--- src/rtl/lsu_mem_ctrl_if.sv ---
// Signal bundle between the MEM stage, the LSU memory controller and the data bus.
// master = controller view; slave = MEM-stage / bus view.
interface lsu_mem_ctrl_if #(
  parameter int XLEN   = 32,
  parameter int ADDR_W = 32
);
  localparam int NB = XLEN / 8;

  logic              req_valid;
  logic              req_ready;
  logic              req_wen;
  logic [2:0]        req_op;
  logic [ADDR_W-1:0] req_addr;
  logic [XLEN-1:0]   req_wdata;
  logic              resp_valid;
  logic [XLEN-1:0]   resp_rdata;
  logic              resp_err;
  logic              bus_req;
  logic              bus_we;
  logic [ADDR_W-1:0] bus_addr;
  logic [XLEN-1:0]   bus_wdata;
  logic [NB-1:0]     bus_wmask;
  logic              bus_gnt;
  logic              bus_rvalid;
  logic [XLEN-1:0]   bus_rdata;
  logic              bus_err;

  modport master (
    input  req_valid, req_wen, req_op, req_addr, req_wdata,
           bus_gnt, bus_rvalid, bus_rdata, bus_err,
    output req_ready, resp_valid, resp_rdata, resp_err,
           bus_req, bus_we, bus_addr, bus_wdata, bus_wmask
  );

  modport slave (
    output req_valid, req_wen, req_op, req_addr, req_wdata,
           bus_gnt, bus_rvalid, bus_rdata, bus_err,
    input  req_ready, resp_valid, resp_rdata, resp_err,
           bus_req, bus_we, bus_addr, bus_wdata, bus_wmask
  );
endinterface

--- src/rtl/lsu_mem_ctrl.sv ---
// Multi-cycle load/store controller: MEM-stage request -> req/gnt/rvalid bus -> response pulse.
// Optional MISALIGN_CHECK_EN rejects accesses whose offset is not a multiple of the access size.
module lsu_mem_ctrl #(
  parameter int XLEN        = 32,
  parameter int ADDR_W      = 32,
  parameter int TIMEOUT_CYC = 255
) (
  input  logic              clk,
  input  logic              rst,
  lsu_mem_ctrl_if.master    io
);
  localparam int NB    = XLEN / 8;
  localparam int OFF_W = $clog2(NB);
  localparam int CNT_W = $clog2(TIMEOUT_CYC + 1);

  typedef enum logic [1:0] {IDLE, REQ, WAIT, RESP} state_t;

  state_t           state, state_nxt;
  logic [CNT_W-1:0] cnt;
  logic             wen_p0;
  logic [2:0]       op_p0;
  logic [OFF_W-1:0] off_p0;
  logic [OFF_W-1:0] off_in;
  logic             illegal;
  logic             misalign;

  function automatic logic [NB-1:0] size_mask(input logic [2:0] op);
    logic [7:0] m;
    case (op[1:0])
      2'b00:   m = 8'h01;
      2'b01:   m = 8'h03;
      2'b10:   m = 8'h0F;
      default: m = 8'hFF;
    endcase
    return NB'(m);
  endfunction

  function automatic logic [XLEN-1:0] extract(input logic [XLEN-1:0] word,
                                              input logic [2:0]      op,
                                              input logic [OFF_W-1:0] off);
    logic [XLEN-1:0] f;
    f = word >> {off, 3'b000};
    case (op)
      3'b000:  return XLEN'($signed(f[7:0]));
      3'b001:  return XLEN'($signed(f[15:0]));
      3'b010:  return XLEN'($signed(f[31:0]));
      3'b100:  return XLEN'(f[7:0]);
      3'b101:  return XLEN'(f[15:0]);
      3'b110:  return XLEN'(f[31:0]);
      default: return f;
    endcase
  endfunction

  assign off_in  = io.req_addr[OFF_W-1:0];
  assign illegal = (io.req_op == 3'b111)
                || ((XLEN == 32) && ((io.req_op == 3'b011) || (io.req_op == 3'b110)))
                || (io.req_wen && io.req_op[2]);

`ifdef MISALIGN_CHECK_EN
  logic [7:0] align_m;
  assign align_m  = (8'd1 << io.req_op[1:0]) - 8'd1;
  assign misalign = (off_in & OFF_W'(align_m)) != '0;
`else
  assign misalign = 1'b0;
`endif

  always_comb begin
    state_nxt     = state;
    io.req_ready  = 1'b0;
    io.bus_req    = 1'b0;
    io.resp_valid = 1'b0;
    case (state)
      IDLE: begin
        io.req_ready = 1'b1;
        if (io.req_valid) state_nxt = (illegal || misalign) ? RESP : REQ;
      end
      REQ: begin
        io.bus_req = 1'b1;
        if (io.bus_gnt) state_nxt = WAIT;
      end
      WAIT: begin
        if (io.bus_rvalid || (cnt == CNT_W'(TIMEOUT_CYC - 1))) state_nxt = RESP;
      end
      default: begin
        io.resp_valid = 1'b1;
        state_nxt     = IDLE;
      end
    endcase
  end

  always_ff @(posedge clk or negedge rst) begin
    if (!rst) begin
      state         <= IDLE;
      cnt           <= '0;
      wen_p0        <= 1'b0;
      op_p0         <= '0;
      off_p0        <= '0;
      io.bus_we     <= 1'b0;
      io.bus_addr   <= '0;
      io.bus_wdata  <= '0;
      io.bus_wmask  <= '0;
      io.resp_rdata <= '0;
      io.resp_err   <= 1'b0;
    end else begin
      state <= state_nxt;
      case (state)
        // accept: latch the request and pre-compute the bus lanes
        IDLE: if (io.req_valid) begin
          wen_p0        <= io.req_wen;
          op_p0         <= io.req_op;
          off_p0        <= off_in;
          cnt           <= '0;
          io.bus_we     <= io.req_wen;
          io.bus_addr   <= {io.req_addr[ADDR_W-1:OFF_W], {OFF_W{1'b0}}};
          io.bus_wdata  <= io.req_wen ? (io.req_wdata << {off_in, 3'b000}) : '0;
          io.bus_wmask  <= io.req_wen ? (size_mask(io.req_op) << off_in) : '0;
          io.resp_err   <= illegal || misalign;
          io.resp_rdata <= '0;
        end
        REQ: cnt <= '0;
        // response or timeout; a late rvalid after this point is never sampled
        WAIT: begin
          if (io.bus_rvalid) begin
            io.resp_err   <= io.bus_err;
            io.resp_rdata <= (wen_p0 || io.bus_err) ? '0 : extract(io.bus_rdata, op_p0, off_p0);
          end else if (cnt == CNT_W'(TIMEOUT_CYC - 1)) begin
            io.resp_err   <= 1'b1;
            io.resp_rdata <= '0;
          end else begin
            cnt <= cnt + 1'b1;
          end
        end
        default: ;
      endcase
    end
  end
endmodule

--- src/flat_wrapper.sv ---
// flat-port wrapper written by rule: the top's interface ports become plain ports
module lsu_mem_ctrl_flat 
#(
  parameter int XLEN        = 32,
  parameter int ADDR_W      = 32,
  parameter int TIMEOUT_CYC = 255
)
  (clk, rst, io_req_valid, io_req_wen, io_req_op, io_req_addr, io_req_wdata, io_bus_gnt, io_bus_rvalid, io_bus_rdata, io_bus_err, io_req_ready, io_resp_valid, io_resp_rdata, io_resp_err, io_bus_req, io_bus_we, io_bus_addr, io_bus_wdata, io_bus_wmask);
  lsu_mem_ctrl_if #(.XLEN(XLEN), .ADDR_W(ADDR_W)) io_i ();
  input  logic clk;
  input  logic rst;
  input wire logic [$bits(io_i.req_valid)-1:0] io_req_valid;
  input wire logic [$bits(io_i.req_wen)-1:0] io_req_wen;
  input wire logic [$bits(io_i.req_op)-1:0] io_req_op;
  input wire logic [$bits(io_i.req_addr)-1:0] io_req_addr;
  input wire logic [$bits(io_i.req_wdata)-1:0] io_req_wdata;
  input wire logic [$bits(io_i.bus_gnt)-1:0] io_bus_gnt;
  input wire logic [$bits(io_i.bus_rvalid)-1:0] io_bus_rvalid;
  input wire logic [$bits(io_i.bus_rdata)-1:0] io_bus_rdata;
  input wire logic [$bits(io_i.bus_err)-1:0] io_bus_err;
  output wire logic [$bits(io_i.req_ready)-1:0] io_req_ready;
  output wire logic [$bits(io_i.resp_valid)-1:0] io_resp_valid;
  output wire logic [$bits(io_i.resp_rdata)-1:0] io_resp_rdata;
  output wire logic [$bits(io_i.resp_err)-1:0] io_resp_err;
  output wire logic [$bits(io_i.bus_req)-1:0] io_bus_req;
  output wire logic [$bits(io_i.bus_we)-1:0] io_bus_we;
  output wire logic [$bits(io_i.bus_addr)-1:0] io_bus_addr;
  output wire logic [$bits(io_i.bus_wdata)-1:0] io_bus_wdata;
  output wire logic [$bits(io_i.bus_wmask)-1:0] io_bus_wmask;
  assign io_i.req_valid = io_req_valid;
  assign io_i.req_wen = io_req_wen;
  assign io_i.req_op = io_req_op;
  assign io_i.req_addr = io_req_addr;
  assign io_i.req_wdata = io_req_wdata;
  assign io_i.bus_gnt = io_bus_gnt;
  assign io_i.bus_rvalid = io_bus_rvalid;
  assign io_i.bus_rdata = io_bus_rdata;
  assign io_i.bus_err = io_bus_err;
  assign io_req_ready = io_i.req_ready;
  assign io_resp_valid = io_i.resp_valid;
  assign io_resp_rdata = io_i.resp_rdata;
  assign io_resp_err = io_i.resp_err;
  assign io_bus_req = io_i.bus_req;
  assign io_bus_we = io_i.bus_we;
  assign io_bus_addr = io_i.bus_addr;
  assign io_bus_wdata = io_i.bus_wdata;
  assign io_bus_wmask = io_i.bus_wmask;
  lsu_mem_ctrl #(.XLEN(XLEN), .ADDR_W(ADDR_W), .TIMEOUT_CYC(TIMEOUT_CYC)) u_core (.clk(clk), .rst(rst), .io(io_i));
endmodule
--- config.mk ---
export PLATFORM = sky130hd
export DESIGN_NAME = lsu_mem_ctrl_flat
export DESIGN_NICKNAME = d
export VERILOG_FILES = /design/src/rtl/lsu_mem_ctrl_if.sv /design/src/rtl/lsu_mem_ctrl.sv /design/src/flat_wrapper.sv
export SDC_FILE = /design/constraint.sdc
export NUM_CORES = 1
export LEC_CHECK = 0
export CORE_MARGIN = 8
export CORE_UTILIZATION = 40
export DETAILED_ROUTE_END_ITERATION = 6
export GPL_TIMING_DRIVEN = 0
export HOLD_SLACK_MARGIN = 0.03
export PLACE_DENSITY_LB_ADDON = 0.05
export SYNTH_ARGS = -nofsm -noshare
export SYNTH_HDL_FRONTEND = slang
export SYNTH_SLANG_ARGS = --single-unit
--- constraint.sdc ---
create_clock -name clk -period 1.9 [get_ports clk]
set_input_delay 0.38 -clock clk [delete_from_list [all_inputs] [get_ports clk]]
set_output_delay 0.38 -clock clk [all_outputs]
set_load 0.05 [all_outputs]
# Word-level counts from Yosys, hierarchy flattened
# Cells that the tools add are included.
[word_totals] reg_bits=115 out_inout_bits=105 word_cells=74
[op_classes] addsub=1 eq_ne=17 n_shift=3 n_mux=27 reduce_logical=16
[ops] cell="32-bit two-way mux" count=5
[ops] cell="32-bit case mux with 4 select lines" count=1
[ops] cell="32-bit case mux with 2 select lines" count=1
[ops] cell="32-bit by 5-bit << shifter with 32-bit output" count=1
[ops] cell="32-bit by 5-bit right shift with 32-bit output" count=1
[ops] cell="8-bit two-way mux" count=3
[ops] cell="8-bit case mux with 3 select lines" count=1
[ops] cell="3-bit == test (second input constant)" count=4
[ops] cell="4-bit two-way mux" count=3
[ops] cell="4-bit case mux with 3 select lines" count=1
[ops] cell="8-bit by 1-bit adder with 8-bit output (second input constant)" count=1
[ops] cell="8-bit == test (second input constant)" count=1
[ops] cell="2-bit two-way mux" count=4
[ops] cell="2-bit != test (second input constant)" count=4
[ops] cell="1-bit two-way mux" count=6
[ops] cell="2-bit case mux with 3 select lines" count=1
[ops] cell="3-bit AND reduction" count=2
[ops] cell="1-bit logical OR" count=5
[ops] cell="2-bit by 1-bit == test with 1-bit output (second input constant)" count=2
[ops] cell="2-bit == test (second input constant)" count=2
[ops] cell="2-bit logical NOT" count=2
[ops] cell="4-bit AND reduction" count=1
[ops] cell="4-bit by 2-bit << shifter with 4-bit output" count=1
[ops] cell="3-bit by 1-bit == test with 1-bit output (second input constant)" count=1
[ops] cell="other kinds (10)" count=10

# Logic depth before layout (Yosys ltp)
[depth] depth_word=7 depth_mapped=9 ltp_nobuf=6

# Worst setup path after synthesis
# OpenSTA, ideal clock, no wires.
[synth_path] path_type="reg-to-reg" startpoint="register u_core.state[0]" endpoint="register u_core.io.resp_rdata[30]" arrival_time_ps=2241 required_ps=1773 path_slack_ps=-468 stages_incl_launch_ff=10 path_buffers=3 path_cell_list="dfrtp_1 inv_1 ha_1 buf_2 nand2b_1 buf_2 nand4b_1 a2111oi_4 buf_6 a221o_2"
[synth_between] elab_chain_len=3
[synth_rtl] element="start: declaration" line_no="lsu_mem_ctrl.sv:18" text="state_t state, state_nxt;"
[synth_rtl] element="start signal: assignment" line_no="lsu_mem_ctrl.sv:105" text="state <= state_nxt;"
[synth_rtl] element="2-bit == test / 2-bit logical NOT (equally long branches)" line_no="lsu_mem_ctrl.sv:106" text="case (state)"
[synth_rtl] element="3-bit by 2-bit != test with 1-bit output (no line), or another cell as far along"
[synth_rtl] element="3-bit AND reduction (no line)"
[synth_rtl] element="end signal: assignment" line_no="lsu_mem_ctrl.sv:125" text="io.resp_rdata <= (wen_p0 || io.bus_err) ? '0 : extract(io.bus_rdata, op_p0, off_p0);"
[synth_rtl] element="end: declaration" line_no="lsu_mem_ctrl_if.sv:31" text="output req_ready, resp_valid, resp_rdata, resp_err,"
# Several ways; a longest one is shown, not always the timed one.
# A chain may end at the register's enable or synchronous reset.

# Worst setup path after layout
[layout_path] startpoint="register u_core.state[0]" endpoint="register u_core.cnt[6]"
[layout_between] elab_chain_len=3
[layout_rtl] element="2-bit == test, or another cell as far along" line_no="lsu_mem_ctrl.sv:106"
[layout_rtl] element="2-bit != test (no line) / 3-bit nonzero test (equally long branches)"
[layout_rtl] element="4-bit AND reduction (no line)"
[layout_rtl] element="end signal: assignment" line_no="lsu_mem_ctrl.sv:130" text="cnt <= cnt + 1'b1;"
[layout_rtl] element="end: declaration" line_no="lsu_mem_ctrl.sv:19" text="logic [CNT_W-1:0] cnt;"
# Several ways; a longest one is shown, not always the timed one.

==> run_results.csv <==
group,metric,value,unit
run_status,status,"finished with violations",
run_status,violations,"negative setup slack",
placed_design,place_hpwl,13700,um
critical_path,r2r_slack,-0.06,ns
synth,async_flop_share,100,%
cells_and_area,seqCellArea,0.00288,mm2
synth,yosysTopAreaCell,"dfrtp_1",
timing,slew_violations,0,
synth,synth_area_leaders,"dfrtp_1 51%, mux2_2 7.4%, mux2i_1 6.1%",
clocking,clockRootBuffer,"clkbuf_16",
synth,ys_dominant_reg_cell,"dfrtp_1",
cells_and_area,postLayoutCoreUtil,64.7,%
detailed_routing,wl_per_cell,20.3,um
global_routing,grt_first_pass_wirelength,30300,um
power,vdd.ir_drop.worst,1000,uV
critical_path,critPathBufInv,2,
critical_path,critPathLaunchType,"flop",
clocking,cts_buffers,17,
global_routing,grt_pass1_vias,5598,
detailed_routing,ant_nets,0,
cells_and_area,multiInputGateArea,0.00274,mm2
global_routing,antenna_found_initial,0,
power,clockPowerShare,19.7,%
hold_path,min_path_type,"in2async",
clocking,path_clk_slew,0.06,ns
placed_design,io_buffers,207,
detailed_routing,vias_per_cell,5.40,
synth,synthCells,495,
detailed_routing,dr.first_iter.drc_count,271,
synth,synth_area_per_cell,11.3,um2
synth,synth_edf_count,0,
critical_path,timing.rr.end,"u_core.cnt[6]",
power,p_sw_share,46.9,%
clocking,cts_tree,"yes",
power,power_frac_comb,55.3,%
clocking,clock-sinks,115,
power,intPower,8.39,mW
timing,skew,0.0123,ns
synth,ys_types,53,
global_routing,grt_max_degree,90,
critical_path,r2r_start,"u_core.state[0]",
critical_path,slowest_stage,"or4b_4",
synth,synth_top_cell_area_share,51.3,%
synth,ys_seq_area_share,51.3,%
cells_and_area,antenna_cells_inserted,0,
power,power_density,1770,mW/mm2
critical_path,reg2reg_depth,7,
floorplanning,dieArea,0.0181,mm2
critical_path,max_stage_delay,0.49,ns
timing,slew_headroom,61.2,%
critical_path,worst_ep_required_time,2.24,ns
floorplanning,start_util,40.7,%
global_routing,grt-ovfl-total,0,
floorplanning,die_h,134,um
cells_and_area,nets,866,
detailed_routing,dr.pass1.iters,5,
global_routing,top_usage_layer,"met2",
synth,synth_most_common_cell,"dfrtp_1",
timing,tightest_slew,0.584,ns
timing,fmax,0.511,GHz
critical_path,critPathMaxFanout,5,
timing,tns,-0.136,ns
floorplanning,pin_count,211,
clocking,clk_latency,0.42,ns
cells_and_area,fill_cells,1148,
critical_path,path_delay_family,"simple AND/OR/NAND/NOR gates",
synth,syn_area,0.00561,mm2
clocking,htree_levels,4,
power,p_sw,7.40,mW
floorplanning,design.core.area,0.0138,mm2
critical_path,cp.depth,7,
floorplanning,num_rows,43,
timing,grt_setup_unrepaired,"yes",
timing,hold_viol_final,0,
global_routing,grt_use_met3,8.94,%
clocking,cts_buffer_depth,2,
placed_design,gp_congestion,0.842,
cells_and_area,area_growth,58.7,%
power,pwr-share-seq,25.0,%
synth,yosys-top-cells-count,"115 x dfrtp_1, 45 x nand2_1, 37 x mux2_2",
critical_path,cp_cell_sequence,"inv_2 > ha_4 > buf_6 > nor2b_4 > or4b_4 > or3_1 > a21boi_1",
global_routing,grt_use_total,21.4,%
timing,fin_crit,1.96,ns
timing,finalSetupViolations,4,
floorplanning,die_x,134,um
detailed_routing,drc,0,
synth,ys.warnings.count,0,
critical_path,worstSetupEndpointType,"flop",
detailed_routing,wirelength,19200,um
critical_path,crit_arrival,2.29,ns
timing,timing.final.crit_share,103,%
synth,synth-seq-cells,115,
power,finalPower,15.8,mW
power,p_leak,4.29,nW
job,drv_cap,0,
global_routing,met2_usage,35.9,%
global_routing,use_met1,24.1,%
detailed_routing,vias,5113,
timing,setup_slack,-0.0555,ns
critical_path,worstSetupPathType,"reg2reg",
cells_and_area,drive_above_1_share,21.9,%
[cells by family (layout without fill, tap and decap cells)]
| group | count (synthesis) | in the layout | synth area share (%) |
|---|---|---|---|
| muxes | 72 | 72 | 13.9 |
| adders and majority gates | 7 | 7 | 1.56 |
| DFF | 115 | 115 | 51.3 |
| and+or+nand+nor | 122 | 122 | 11.4 |
| other | 1 | 2 | 0.0668 |
| buffers and inverters | 42 | 312 | 3.23 |
| AOI/OAI and AO/OA | 136 | 136 | 18.5 |
[cell usage in the layout, fill, tap and decap left out, types with 3 or more instances in the layout]
cell type	count
buf_2	6
nand4_1	3
a22o_1	10
a21boi_1	5
nand3b_1	8
nand3_1	3
a21oi_1	19
mux2i_1	33
o21ai_0	30
clkinvlp_4	3
clkdlybuf4s50_1	103
o21a_1	3
nor2_1	17
buf_6	9
dfrtp_1	113
buf_4	34
nand4b_1	3
o2bb2ai_1	7
clkinv_4	4
mux2_2	37
or3_1	4
clkbuf_16	18
ha_4	4
nor2b_1	16
inv_6	4
inv_2	3
a221o_1	8
clkbuf_1	10
a211o_1	24
dlygate4sd2_1	100
clkbuf_2	7
a32o_1	15
nand2_1	43
[per-layer routing]
| metal | wire [um] | vias up | share of wire [%] |
|---|---|---|---|
| li1 | - | 2366 | - |
| met1 | 7520 | 2514 | 39 |
| met2 | 9630 | 208 | 50 |
| met3 | 1660 | 25 | 8.7 |
| met4 | 355 | 0 | 1.9 |
| met5 | 0 | - | 0 |
[worst reg2reg max path, stage by stage, from the launching register on]
cell	delay, ns
dfrtp_2	0.40
inv_2	0.07
ha_4	0.17
buf_6	0.13
nor2b_4	0.14
or4b_4	0.49
or3_1	0.33
a21boi_1	0.15
[final cells by class]
cell class	count	area share [%]
Buffer	31	2.16
Clock buffer	20	5.13
Clock inverter	12	1.38
Inverter	5	0.211
Multi-Input combinational cell	339	30.8
Sequential cell	115	32.3
Tap cell	180	2.53
Timing Repair Buffer	244	25.5
[power groups by stage]
stage | Clock [mW] | Combinational [mW] | Sequential [mW]
floorplan | 0 | 2.67 | 6.81
global placement | 0 | 8.35 | 3.92
detailed placement | 0 | 8.43 | 3.96
CTS | 3.15 | 8.55 | 3.88
global route | 3.29 | 9.21 | 4.08
finish | 3.11 | 8.73 | 3.96
[stage by stage]
step | hold WS, ns | instance area, um2 | std cells | worst slack [ns]
finish | 0.397 | 8910 | 946 | -0.0555
global route | 0.415 | 8910 | 946 | -0.122
CTS | 0.389 | 8790 | 942 | -0.0779
detailed placement | 0.264 | 7980 | 884 | -0.822
global placement | 0.460 | 7950 | 883 | -4.14
floorplan | 0.0844 | 5650 | 496 | -0.146
[worst max-delay path by stage]
stage	from	to	slack, ns
after floorplan	u_core.state[0]	u_core.io.resp_rdata[30]	-0.15
after global placement	rst	u_core.io.bus_addr[15]	-4.14
after detailed placement	io_bus_rvalid	u_core.io.resp_rdata[19]	-0.82
after CTS	u_core.state[0]	u_core.cnt[6]	-0.08
after global routing	u_core.state[0]	u_core.cnt[6]	-0.12
final	u_core.state[0]	u_core.cnt[6]	-0.06
[repair_timing]
item                                    in CTS  in global routing
endpoints found under the hold margin       26                  0
endpoints found under the setup margin     210                 53
gates resized for setup                    156                 37
hold buffers                                 1                  0
gates cloned                                 4                  0
pin swaps                                   15                 15
buffers inserted                            25                  7
[registers in the layout, indices dropped and copies added (netlist names)]
register	count
u_core.cnt	8
u_core.io.bus_wmask	4
u_core.off_p0	2
u_core.state	2
u_core.op_p0	3
u_core.io.resp_err	1
u_core.io.bus_wdata	32
u_core.io.bus_we	1
u_core.io.bus_addr	30
u_core.io.resp_rdata	32
Note: power is estimated with default switching activity, not from simulation.
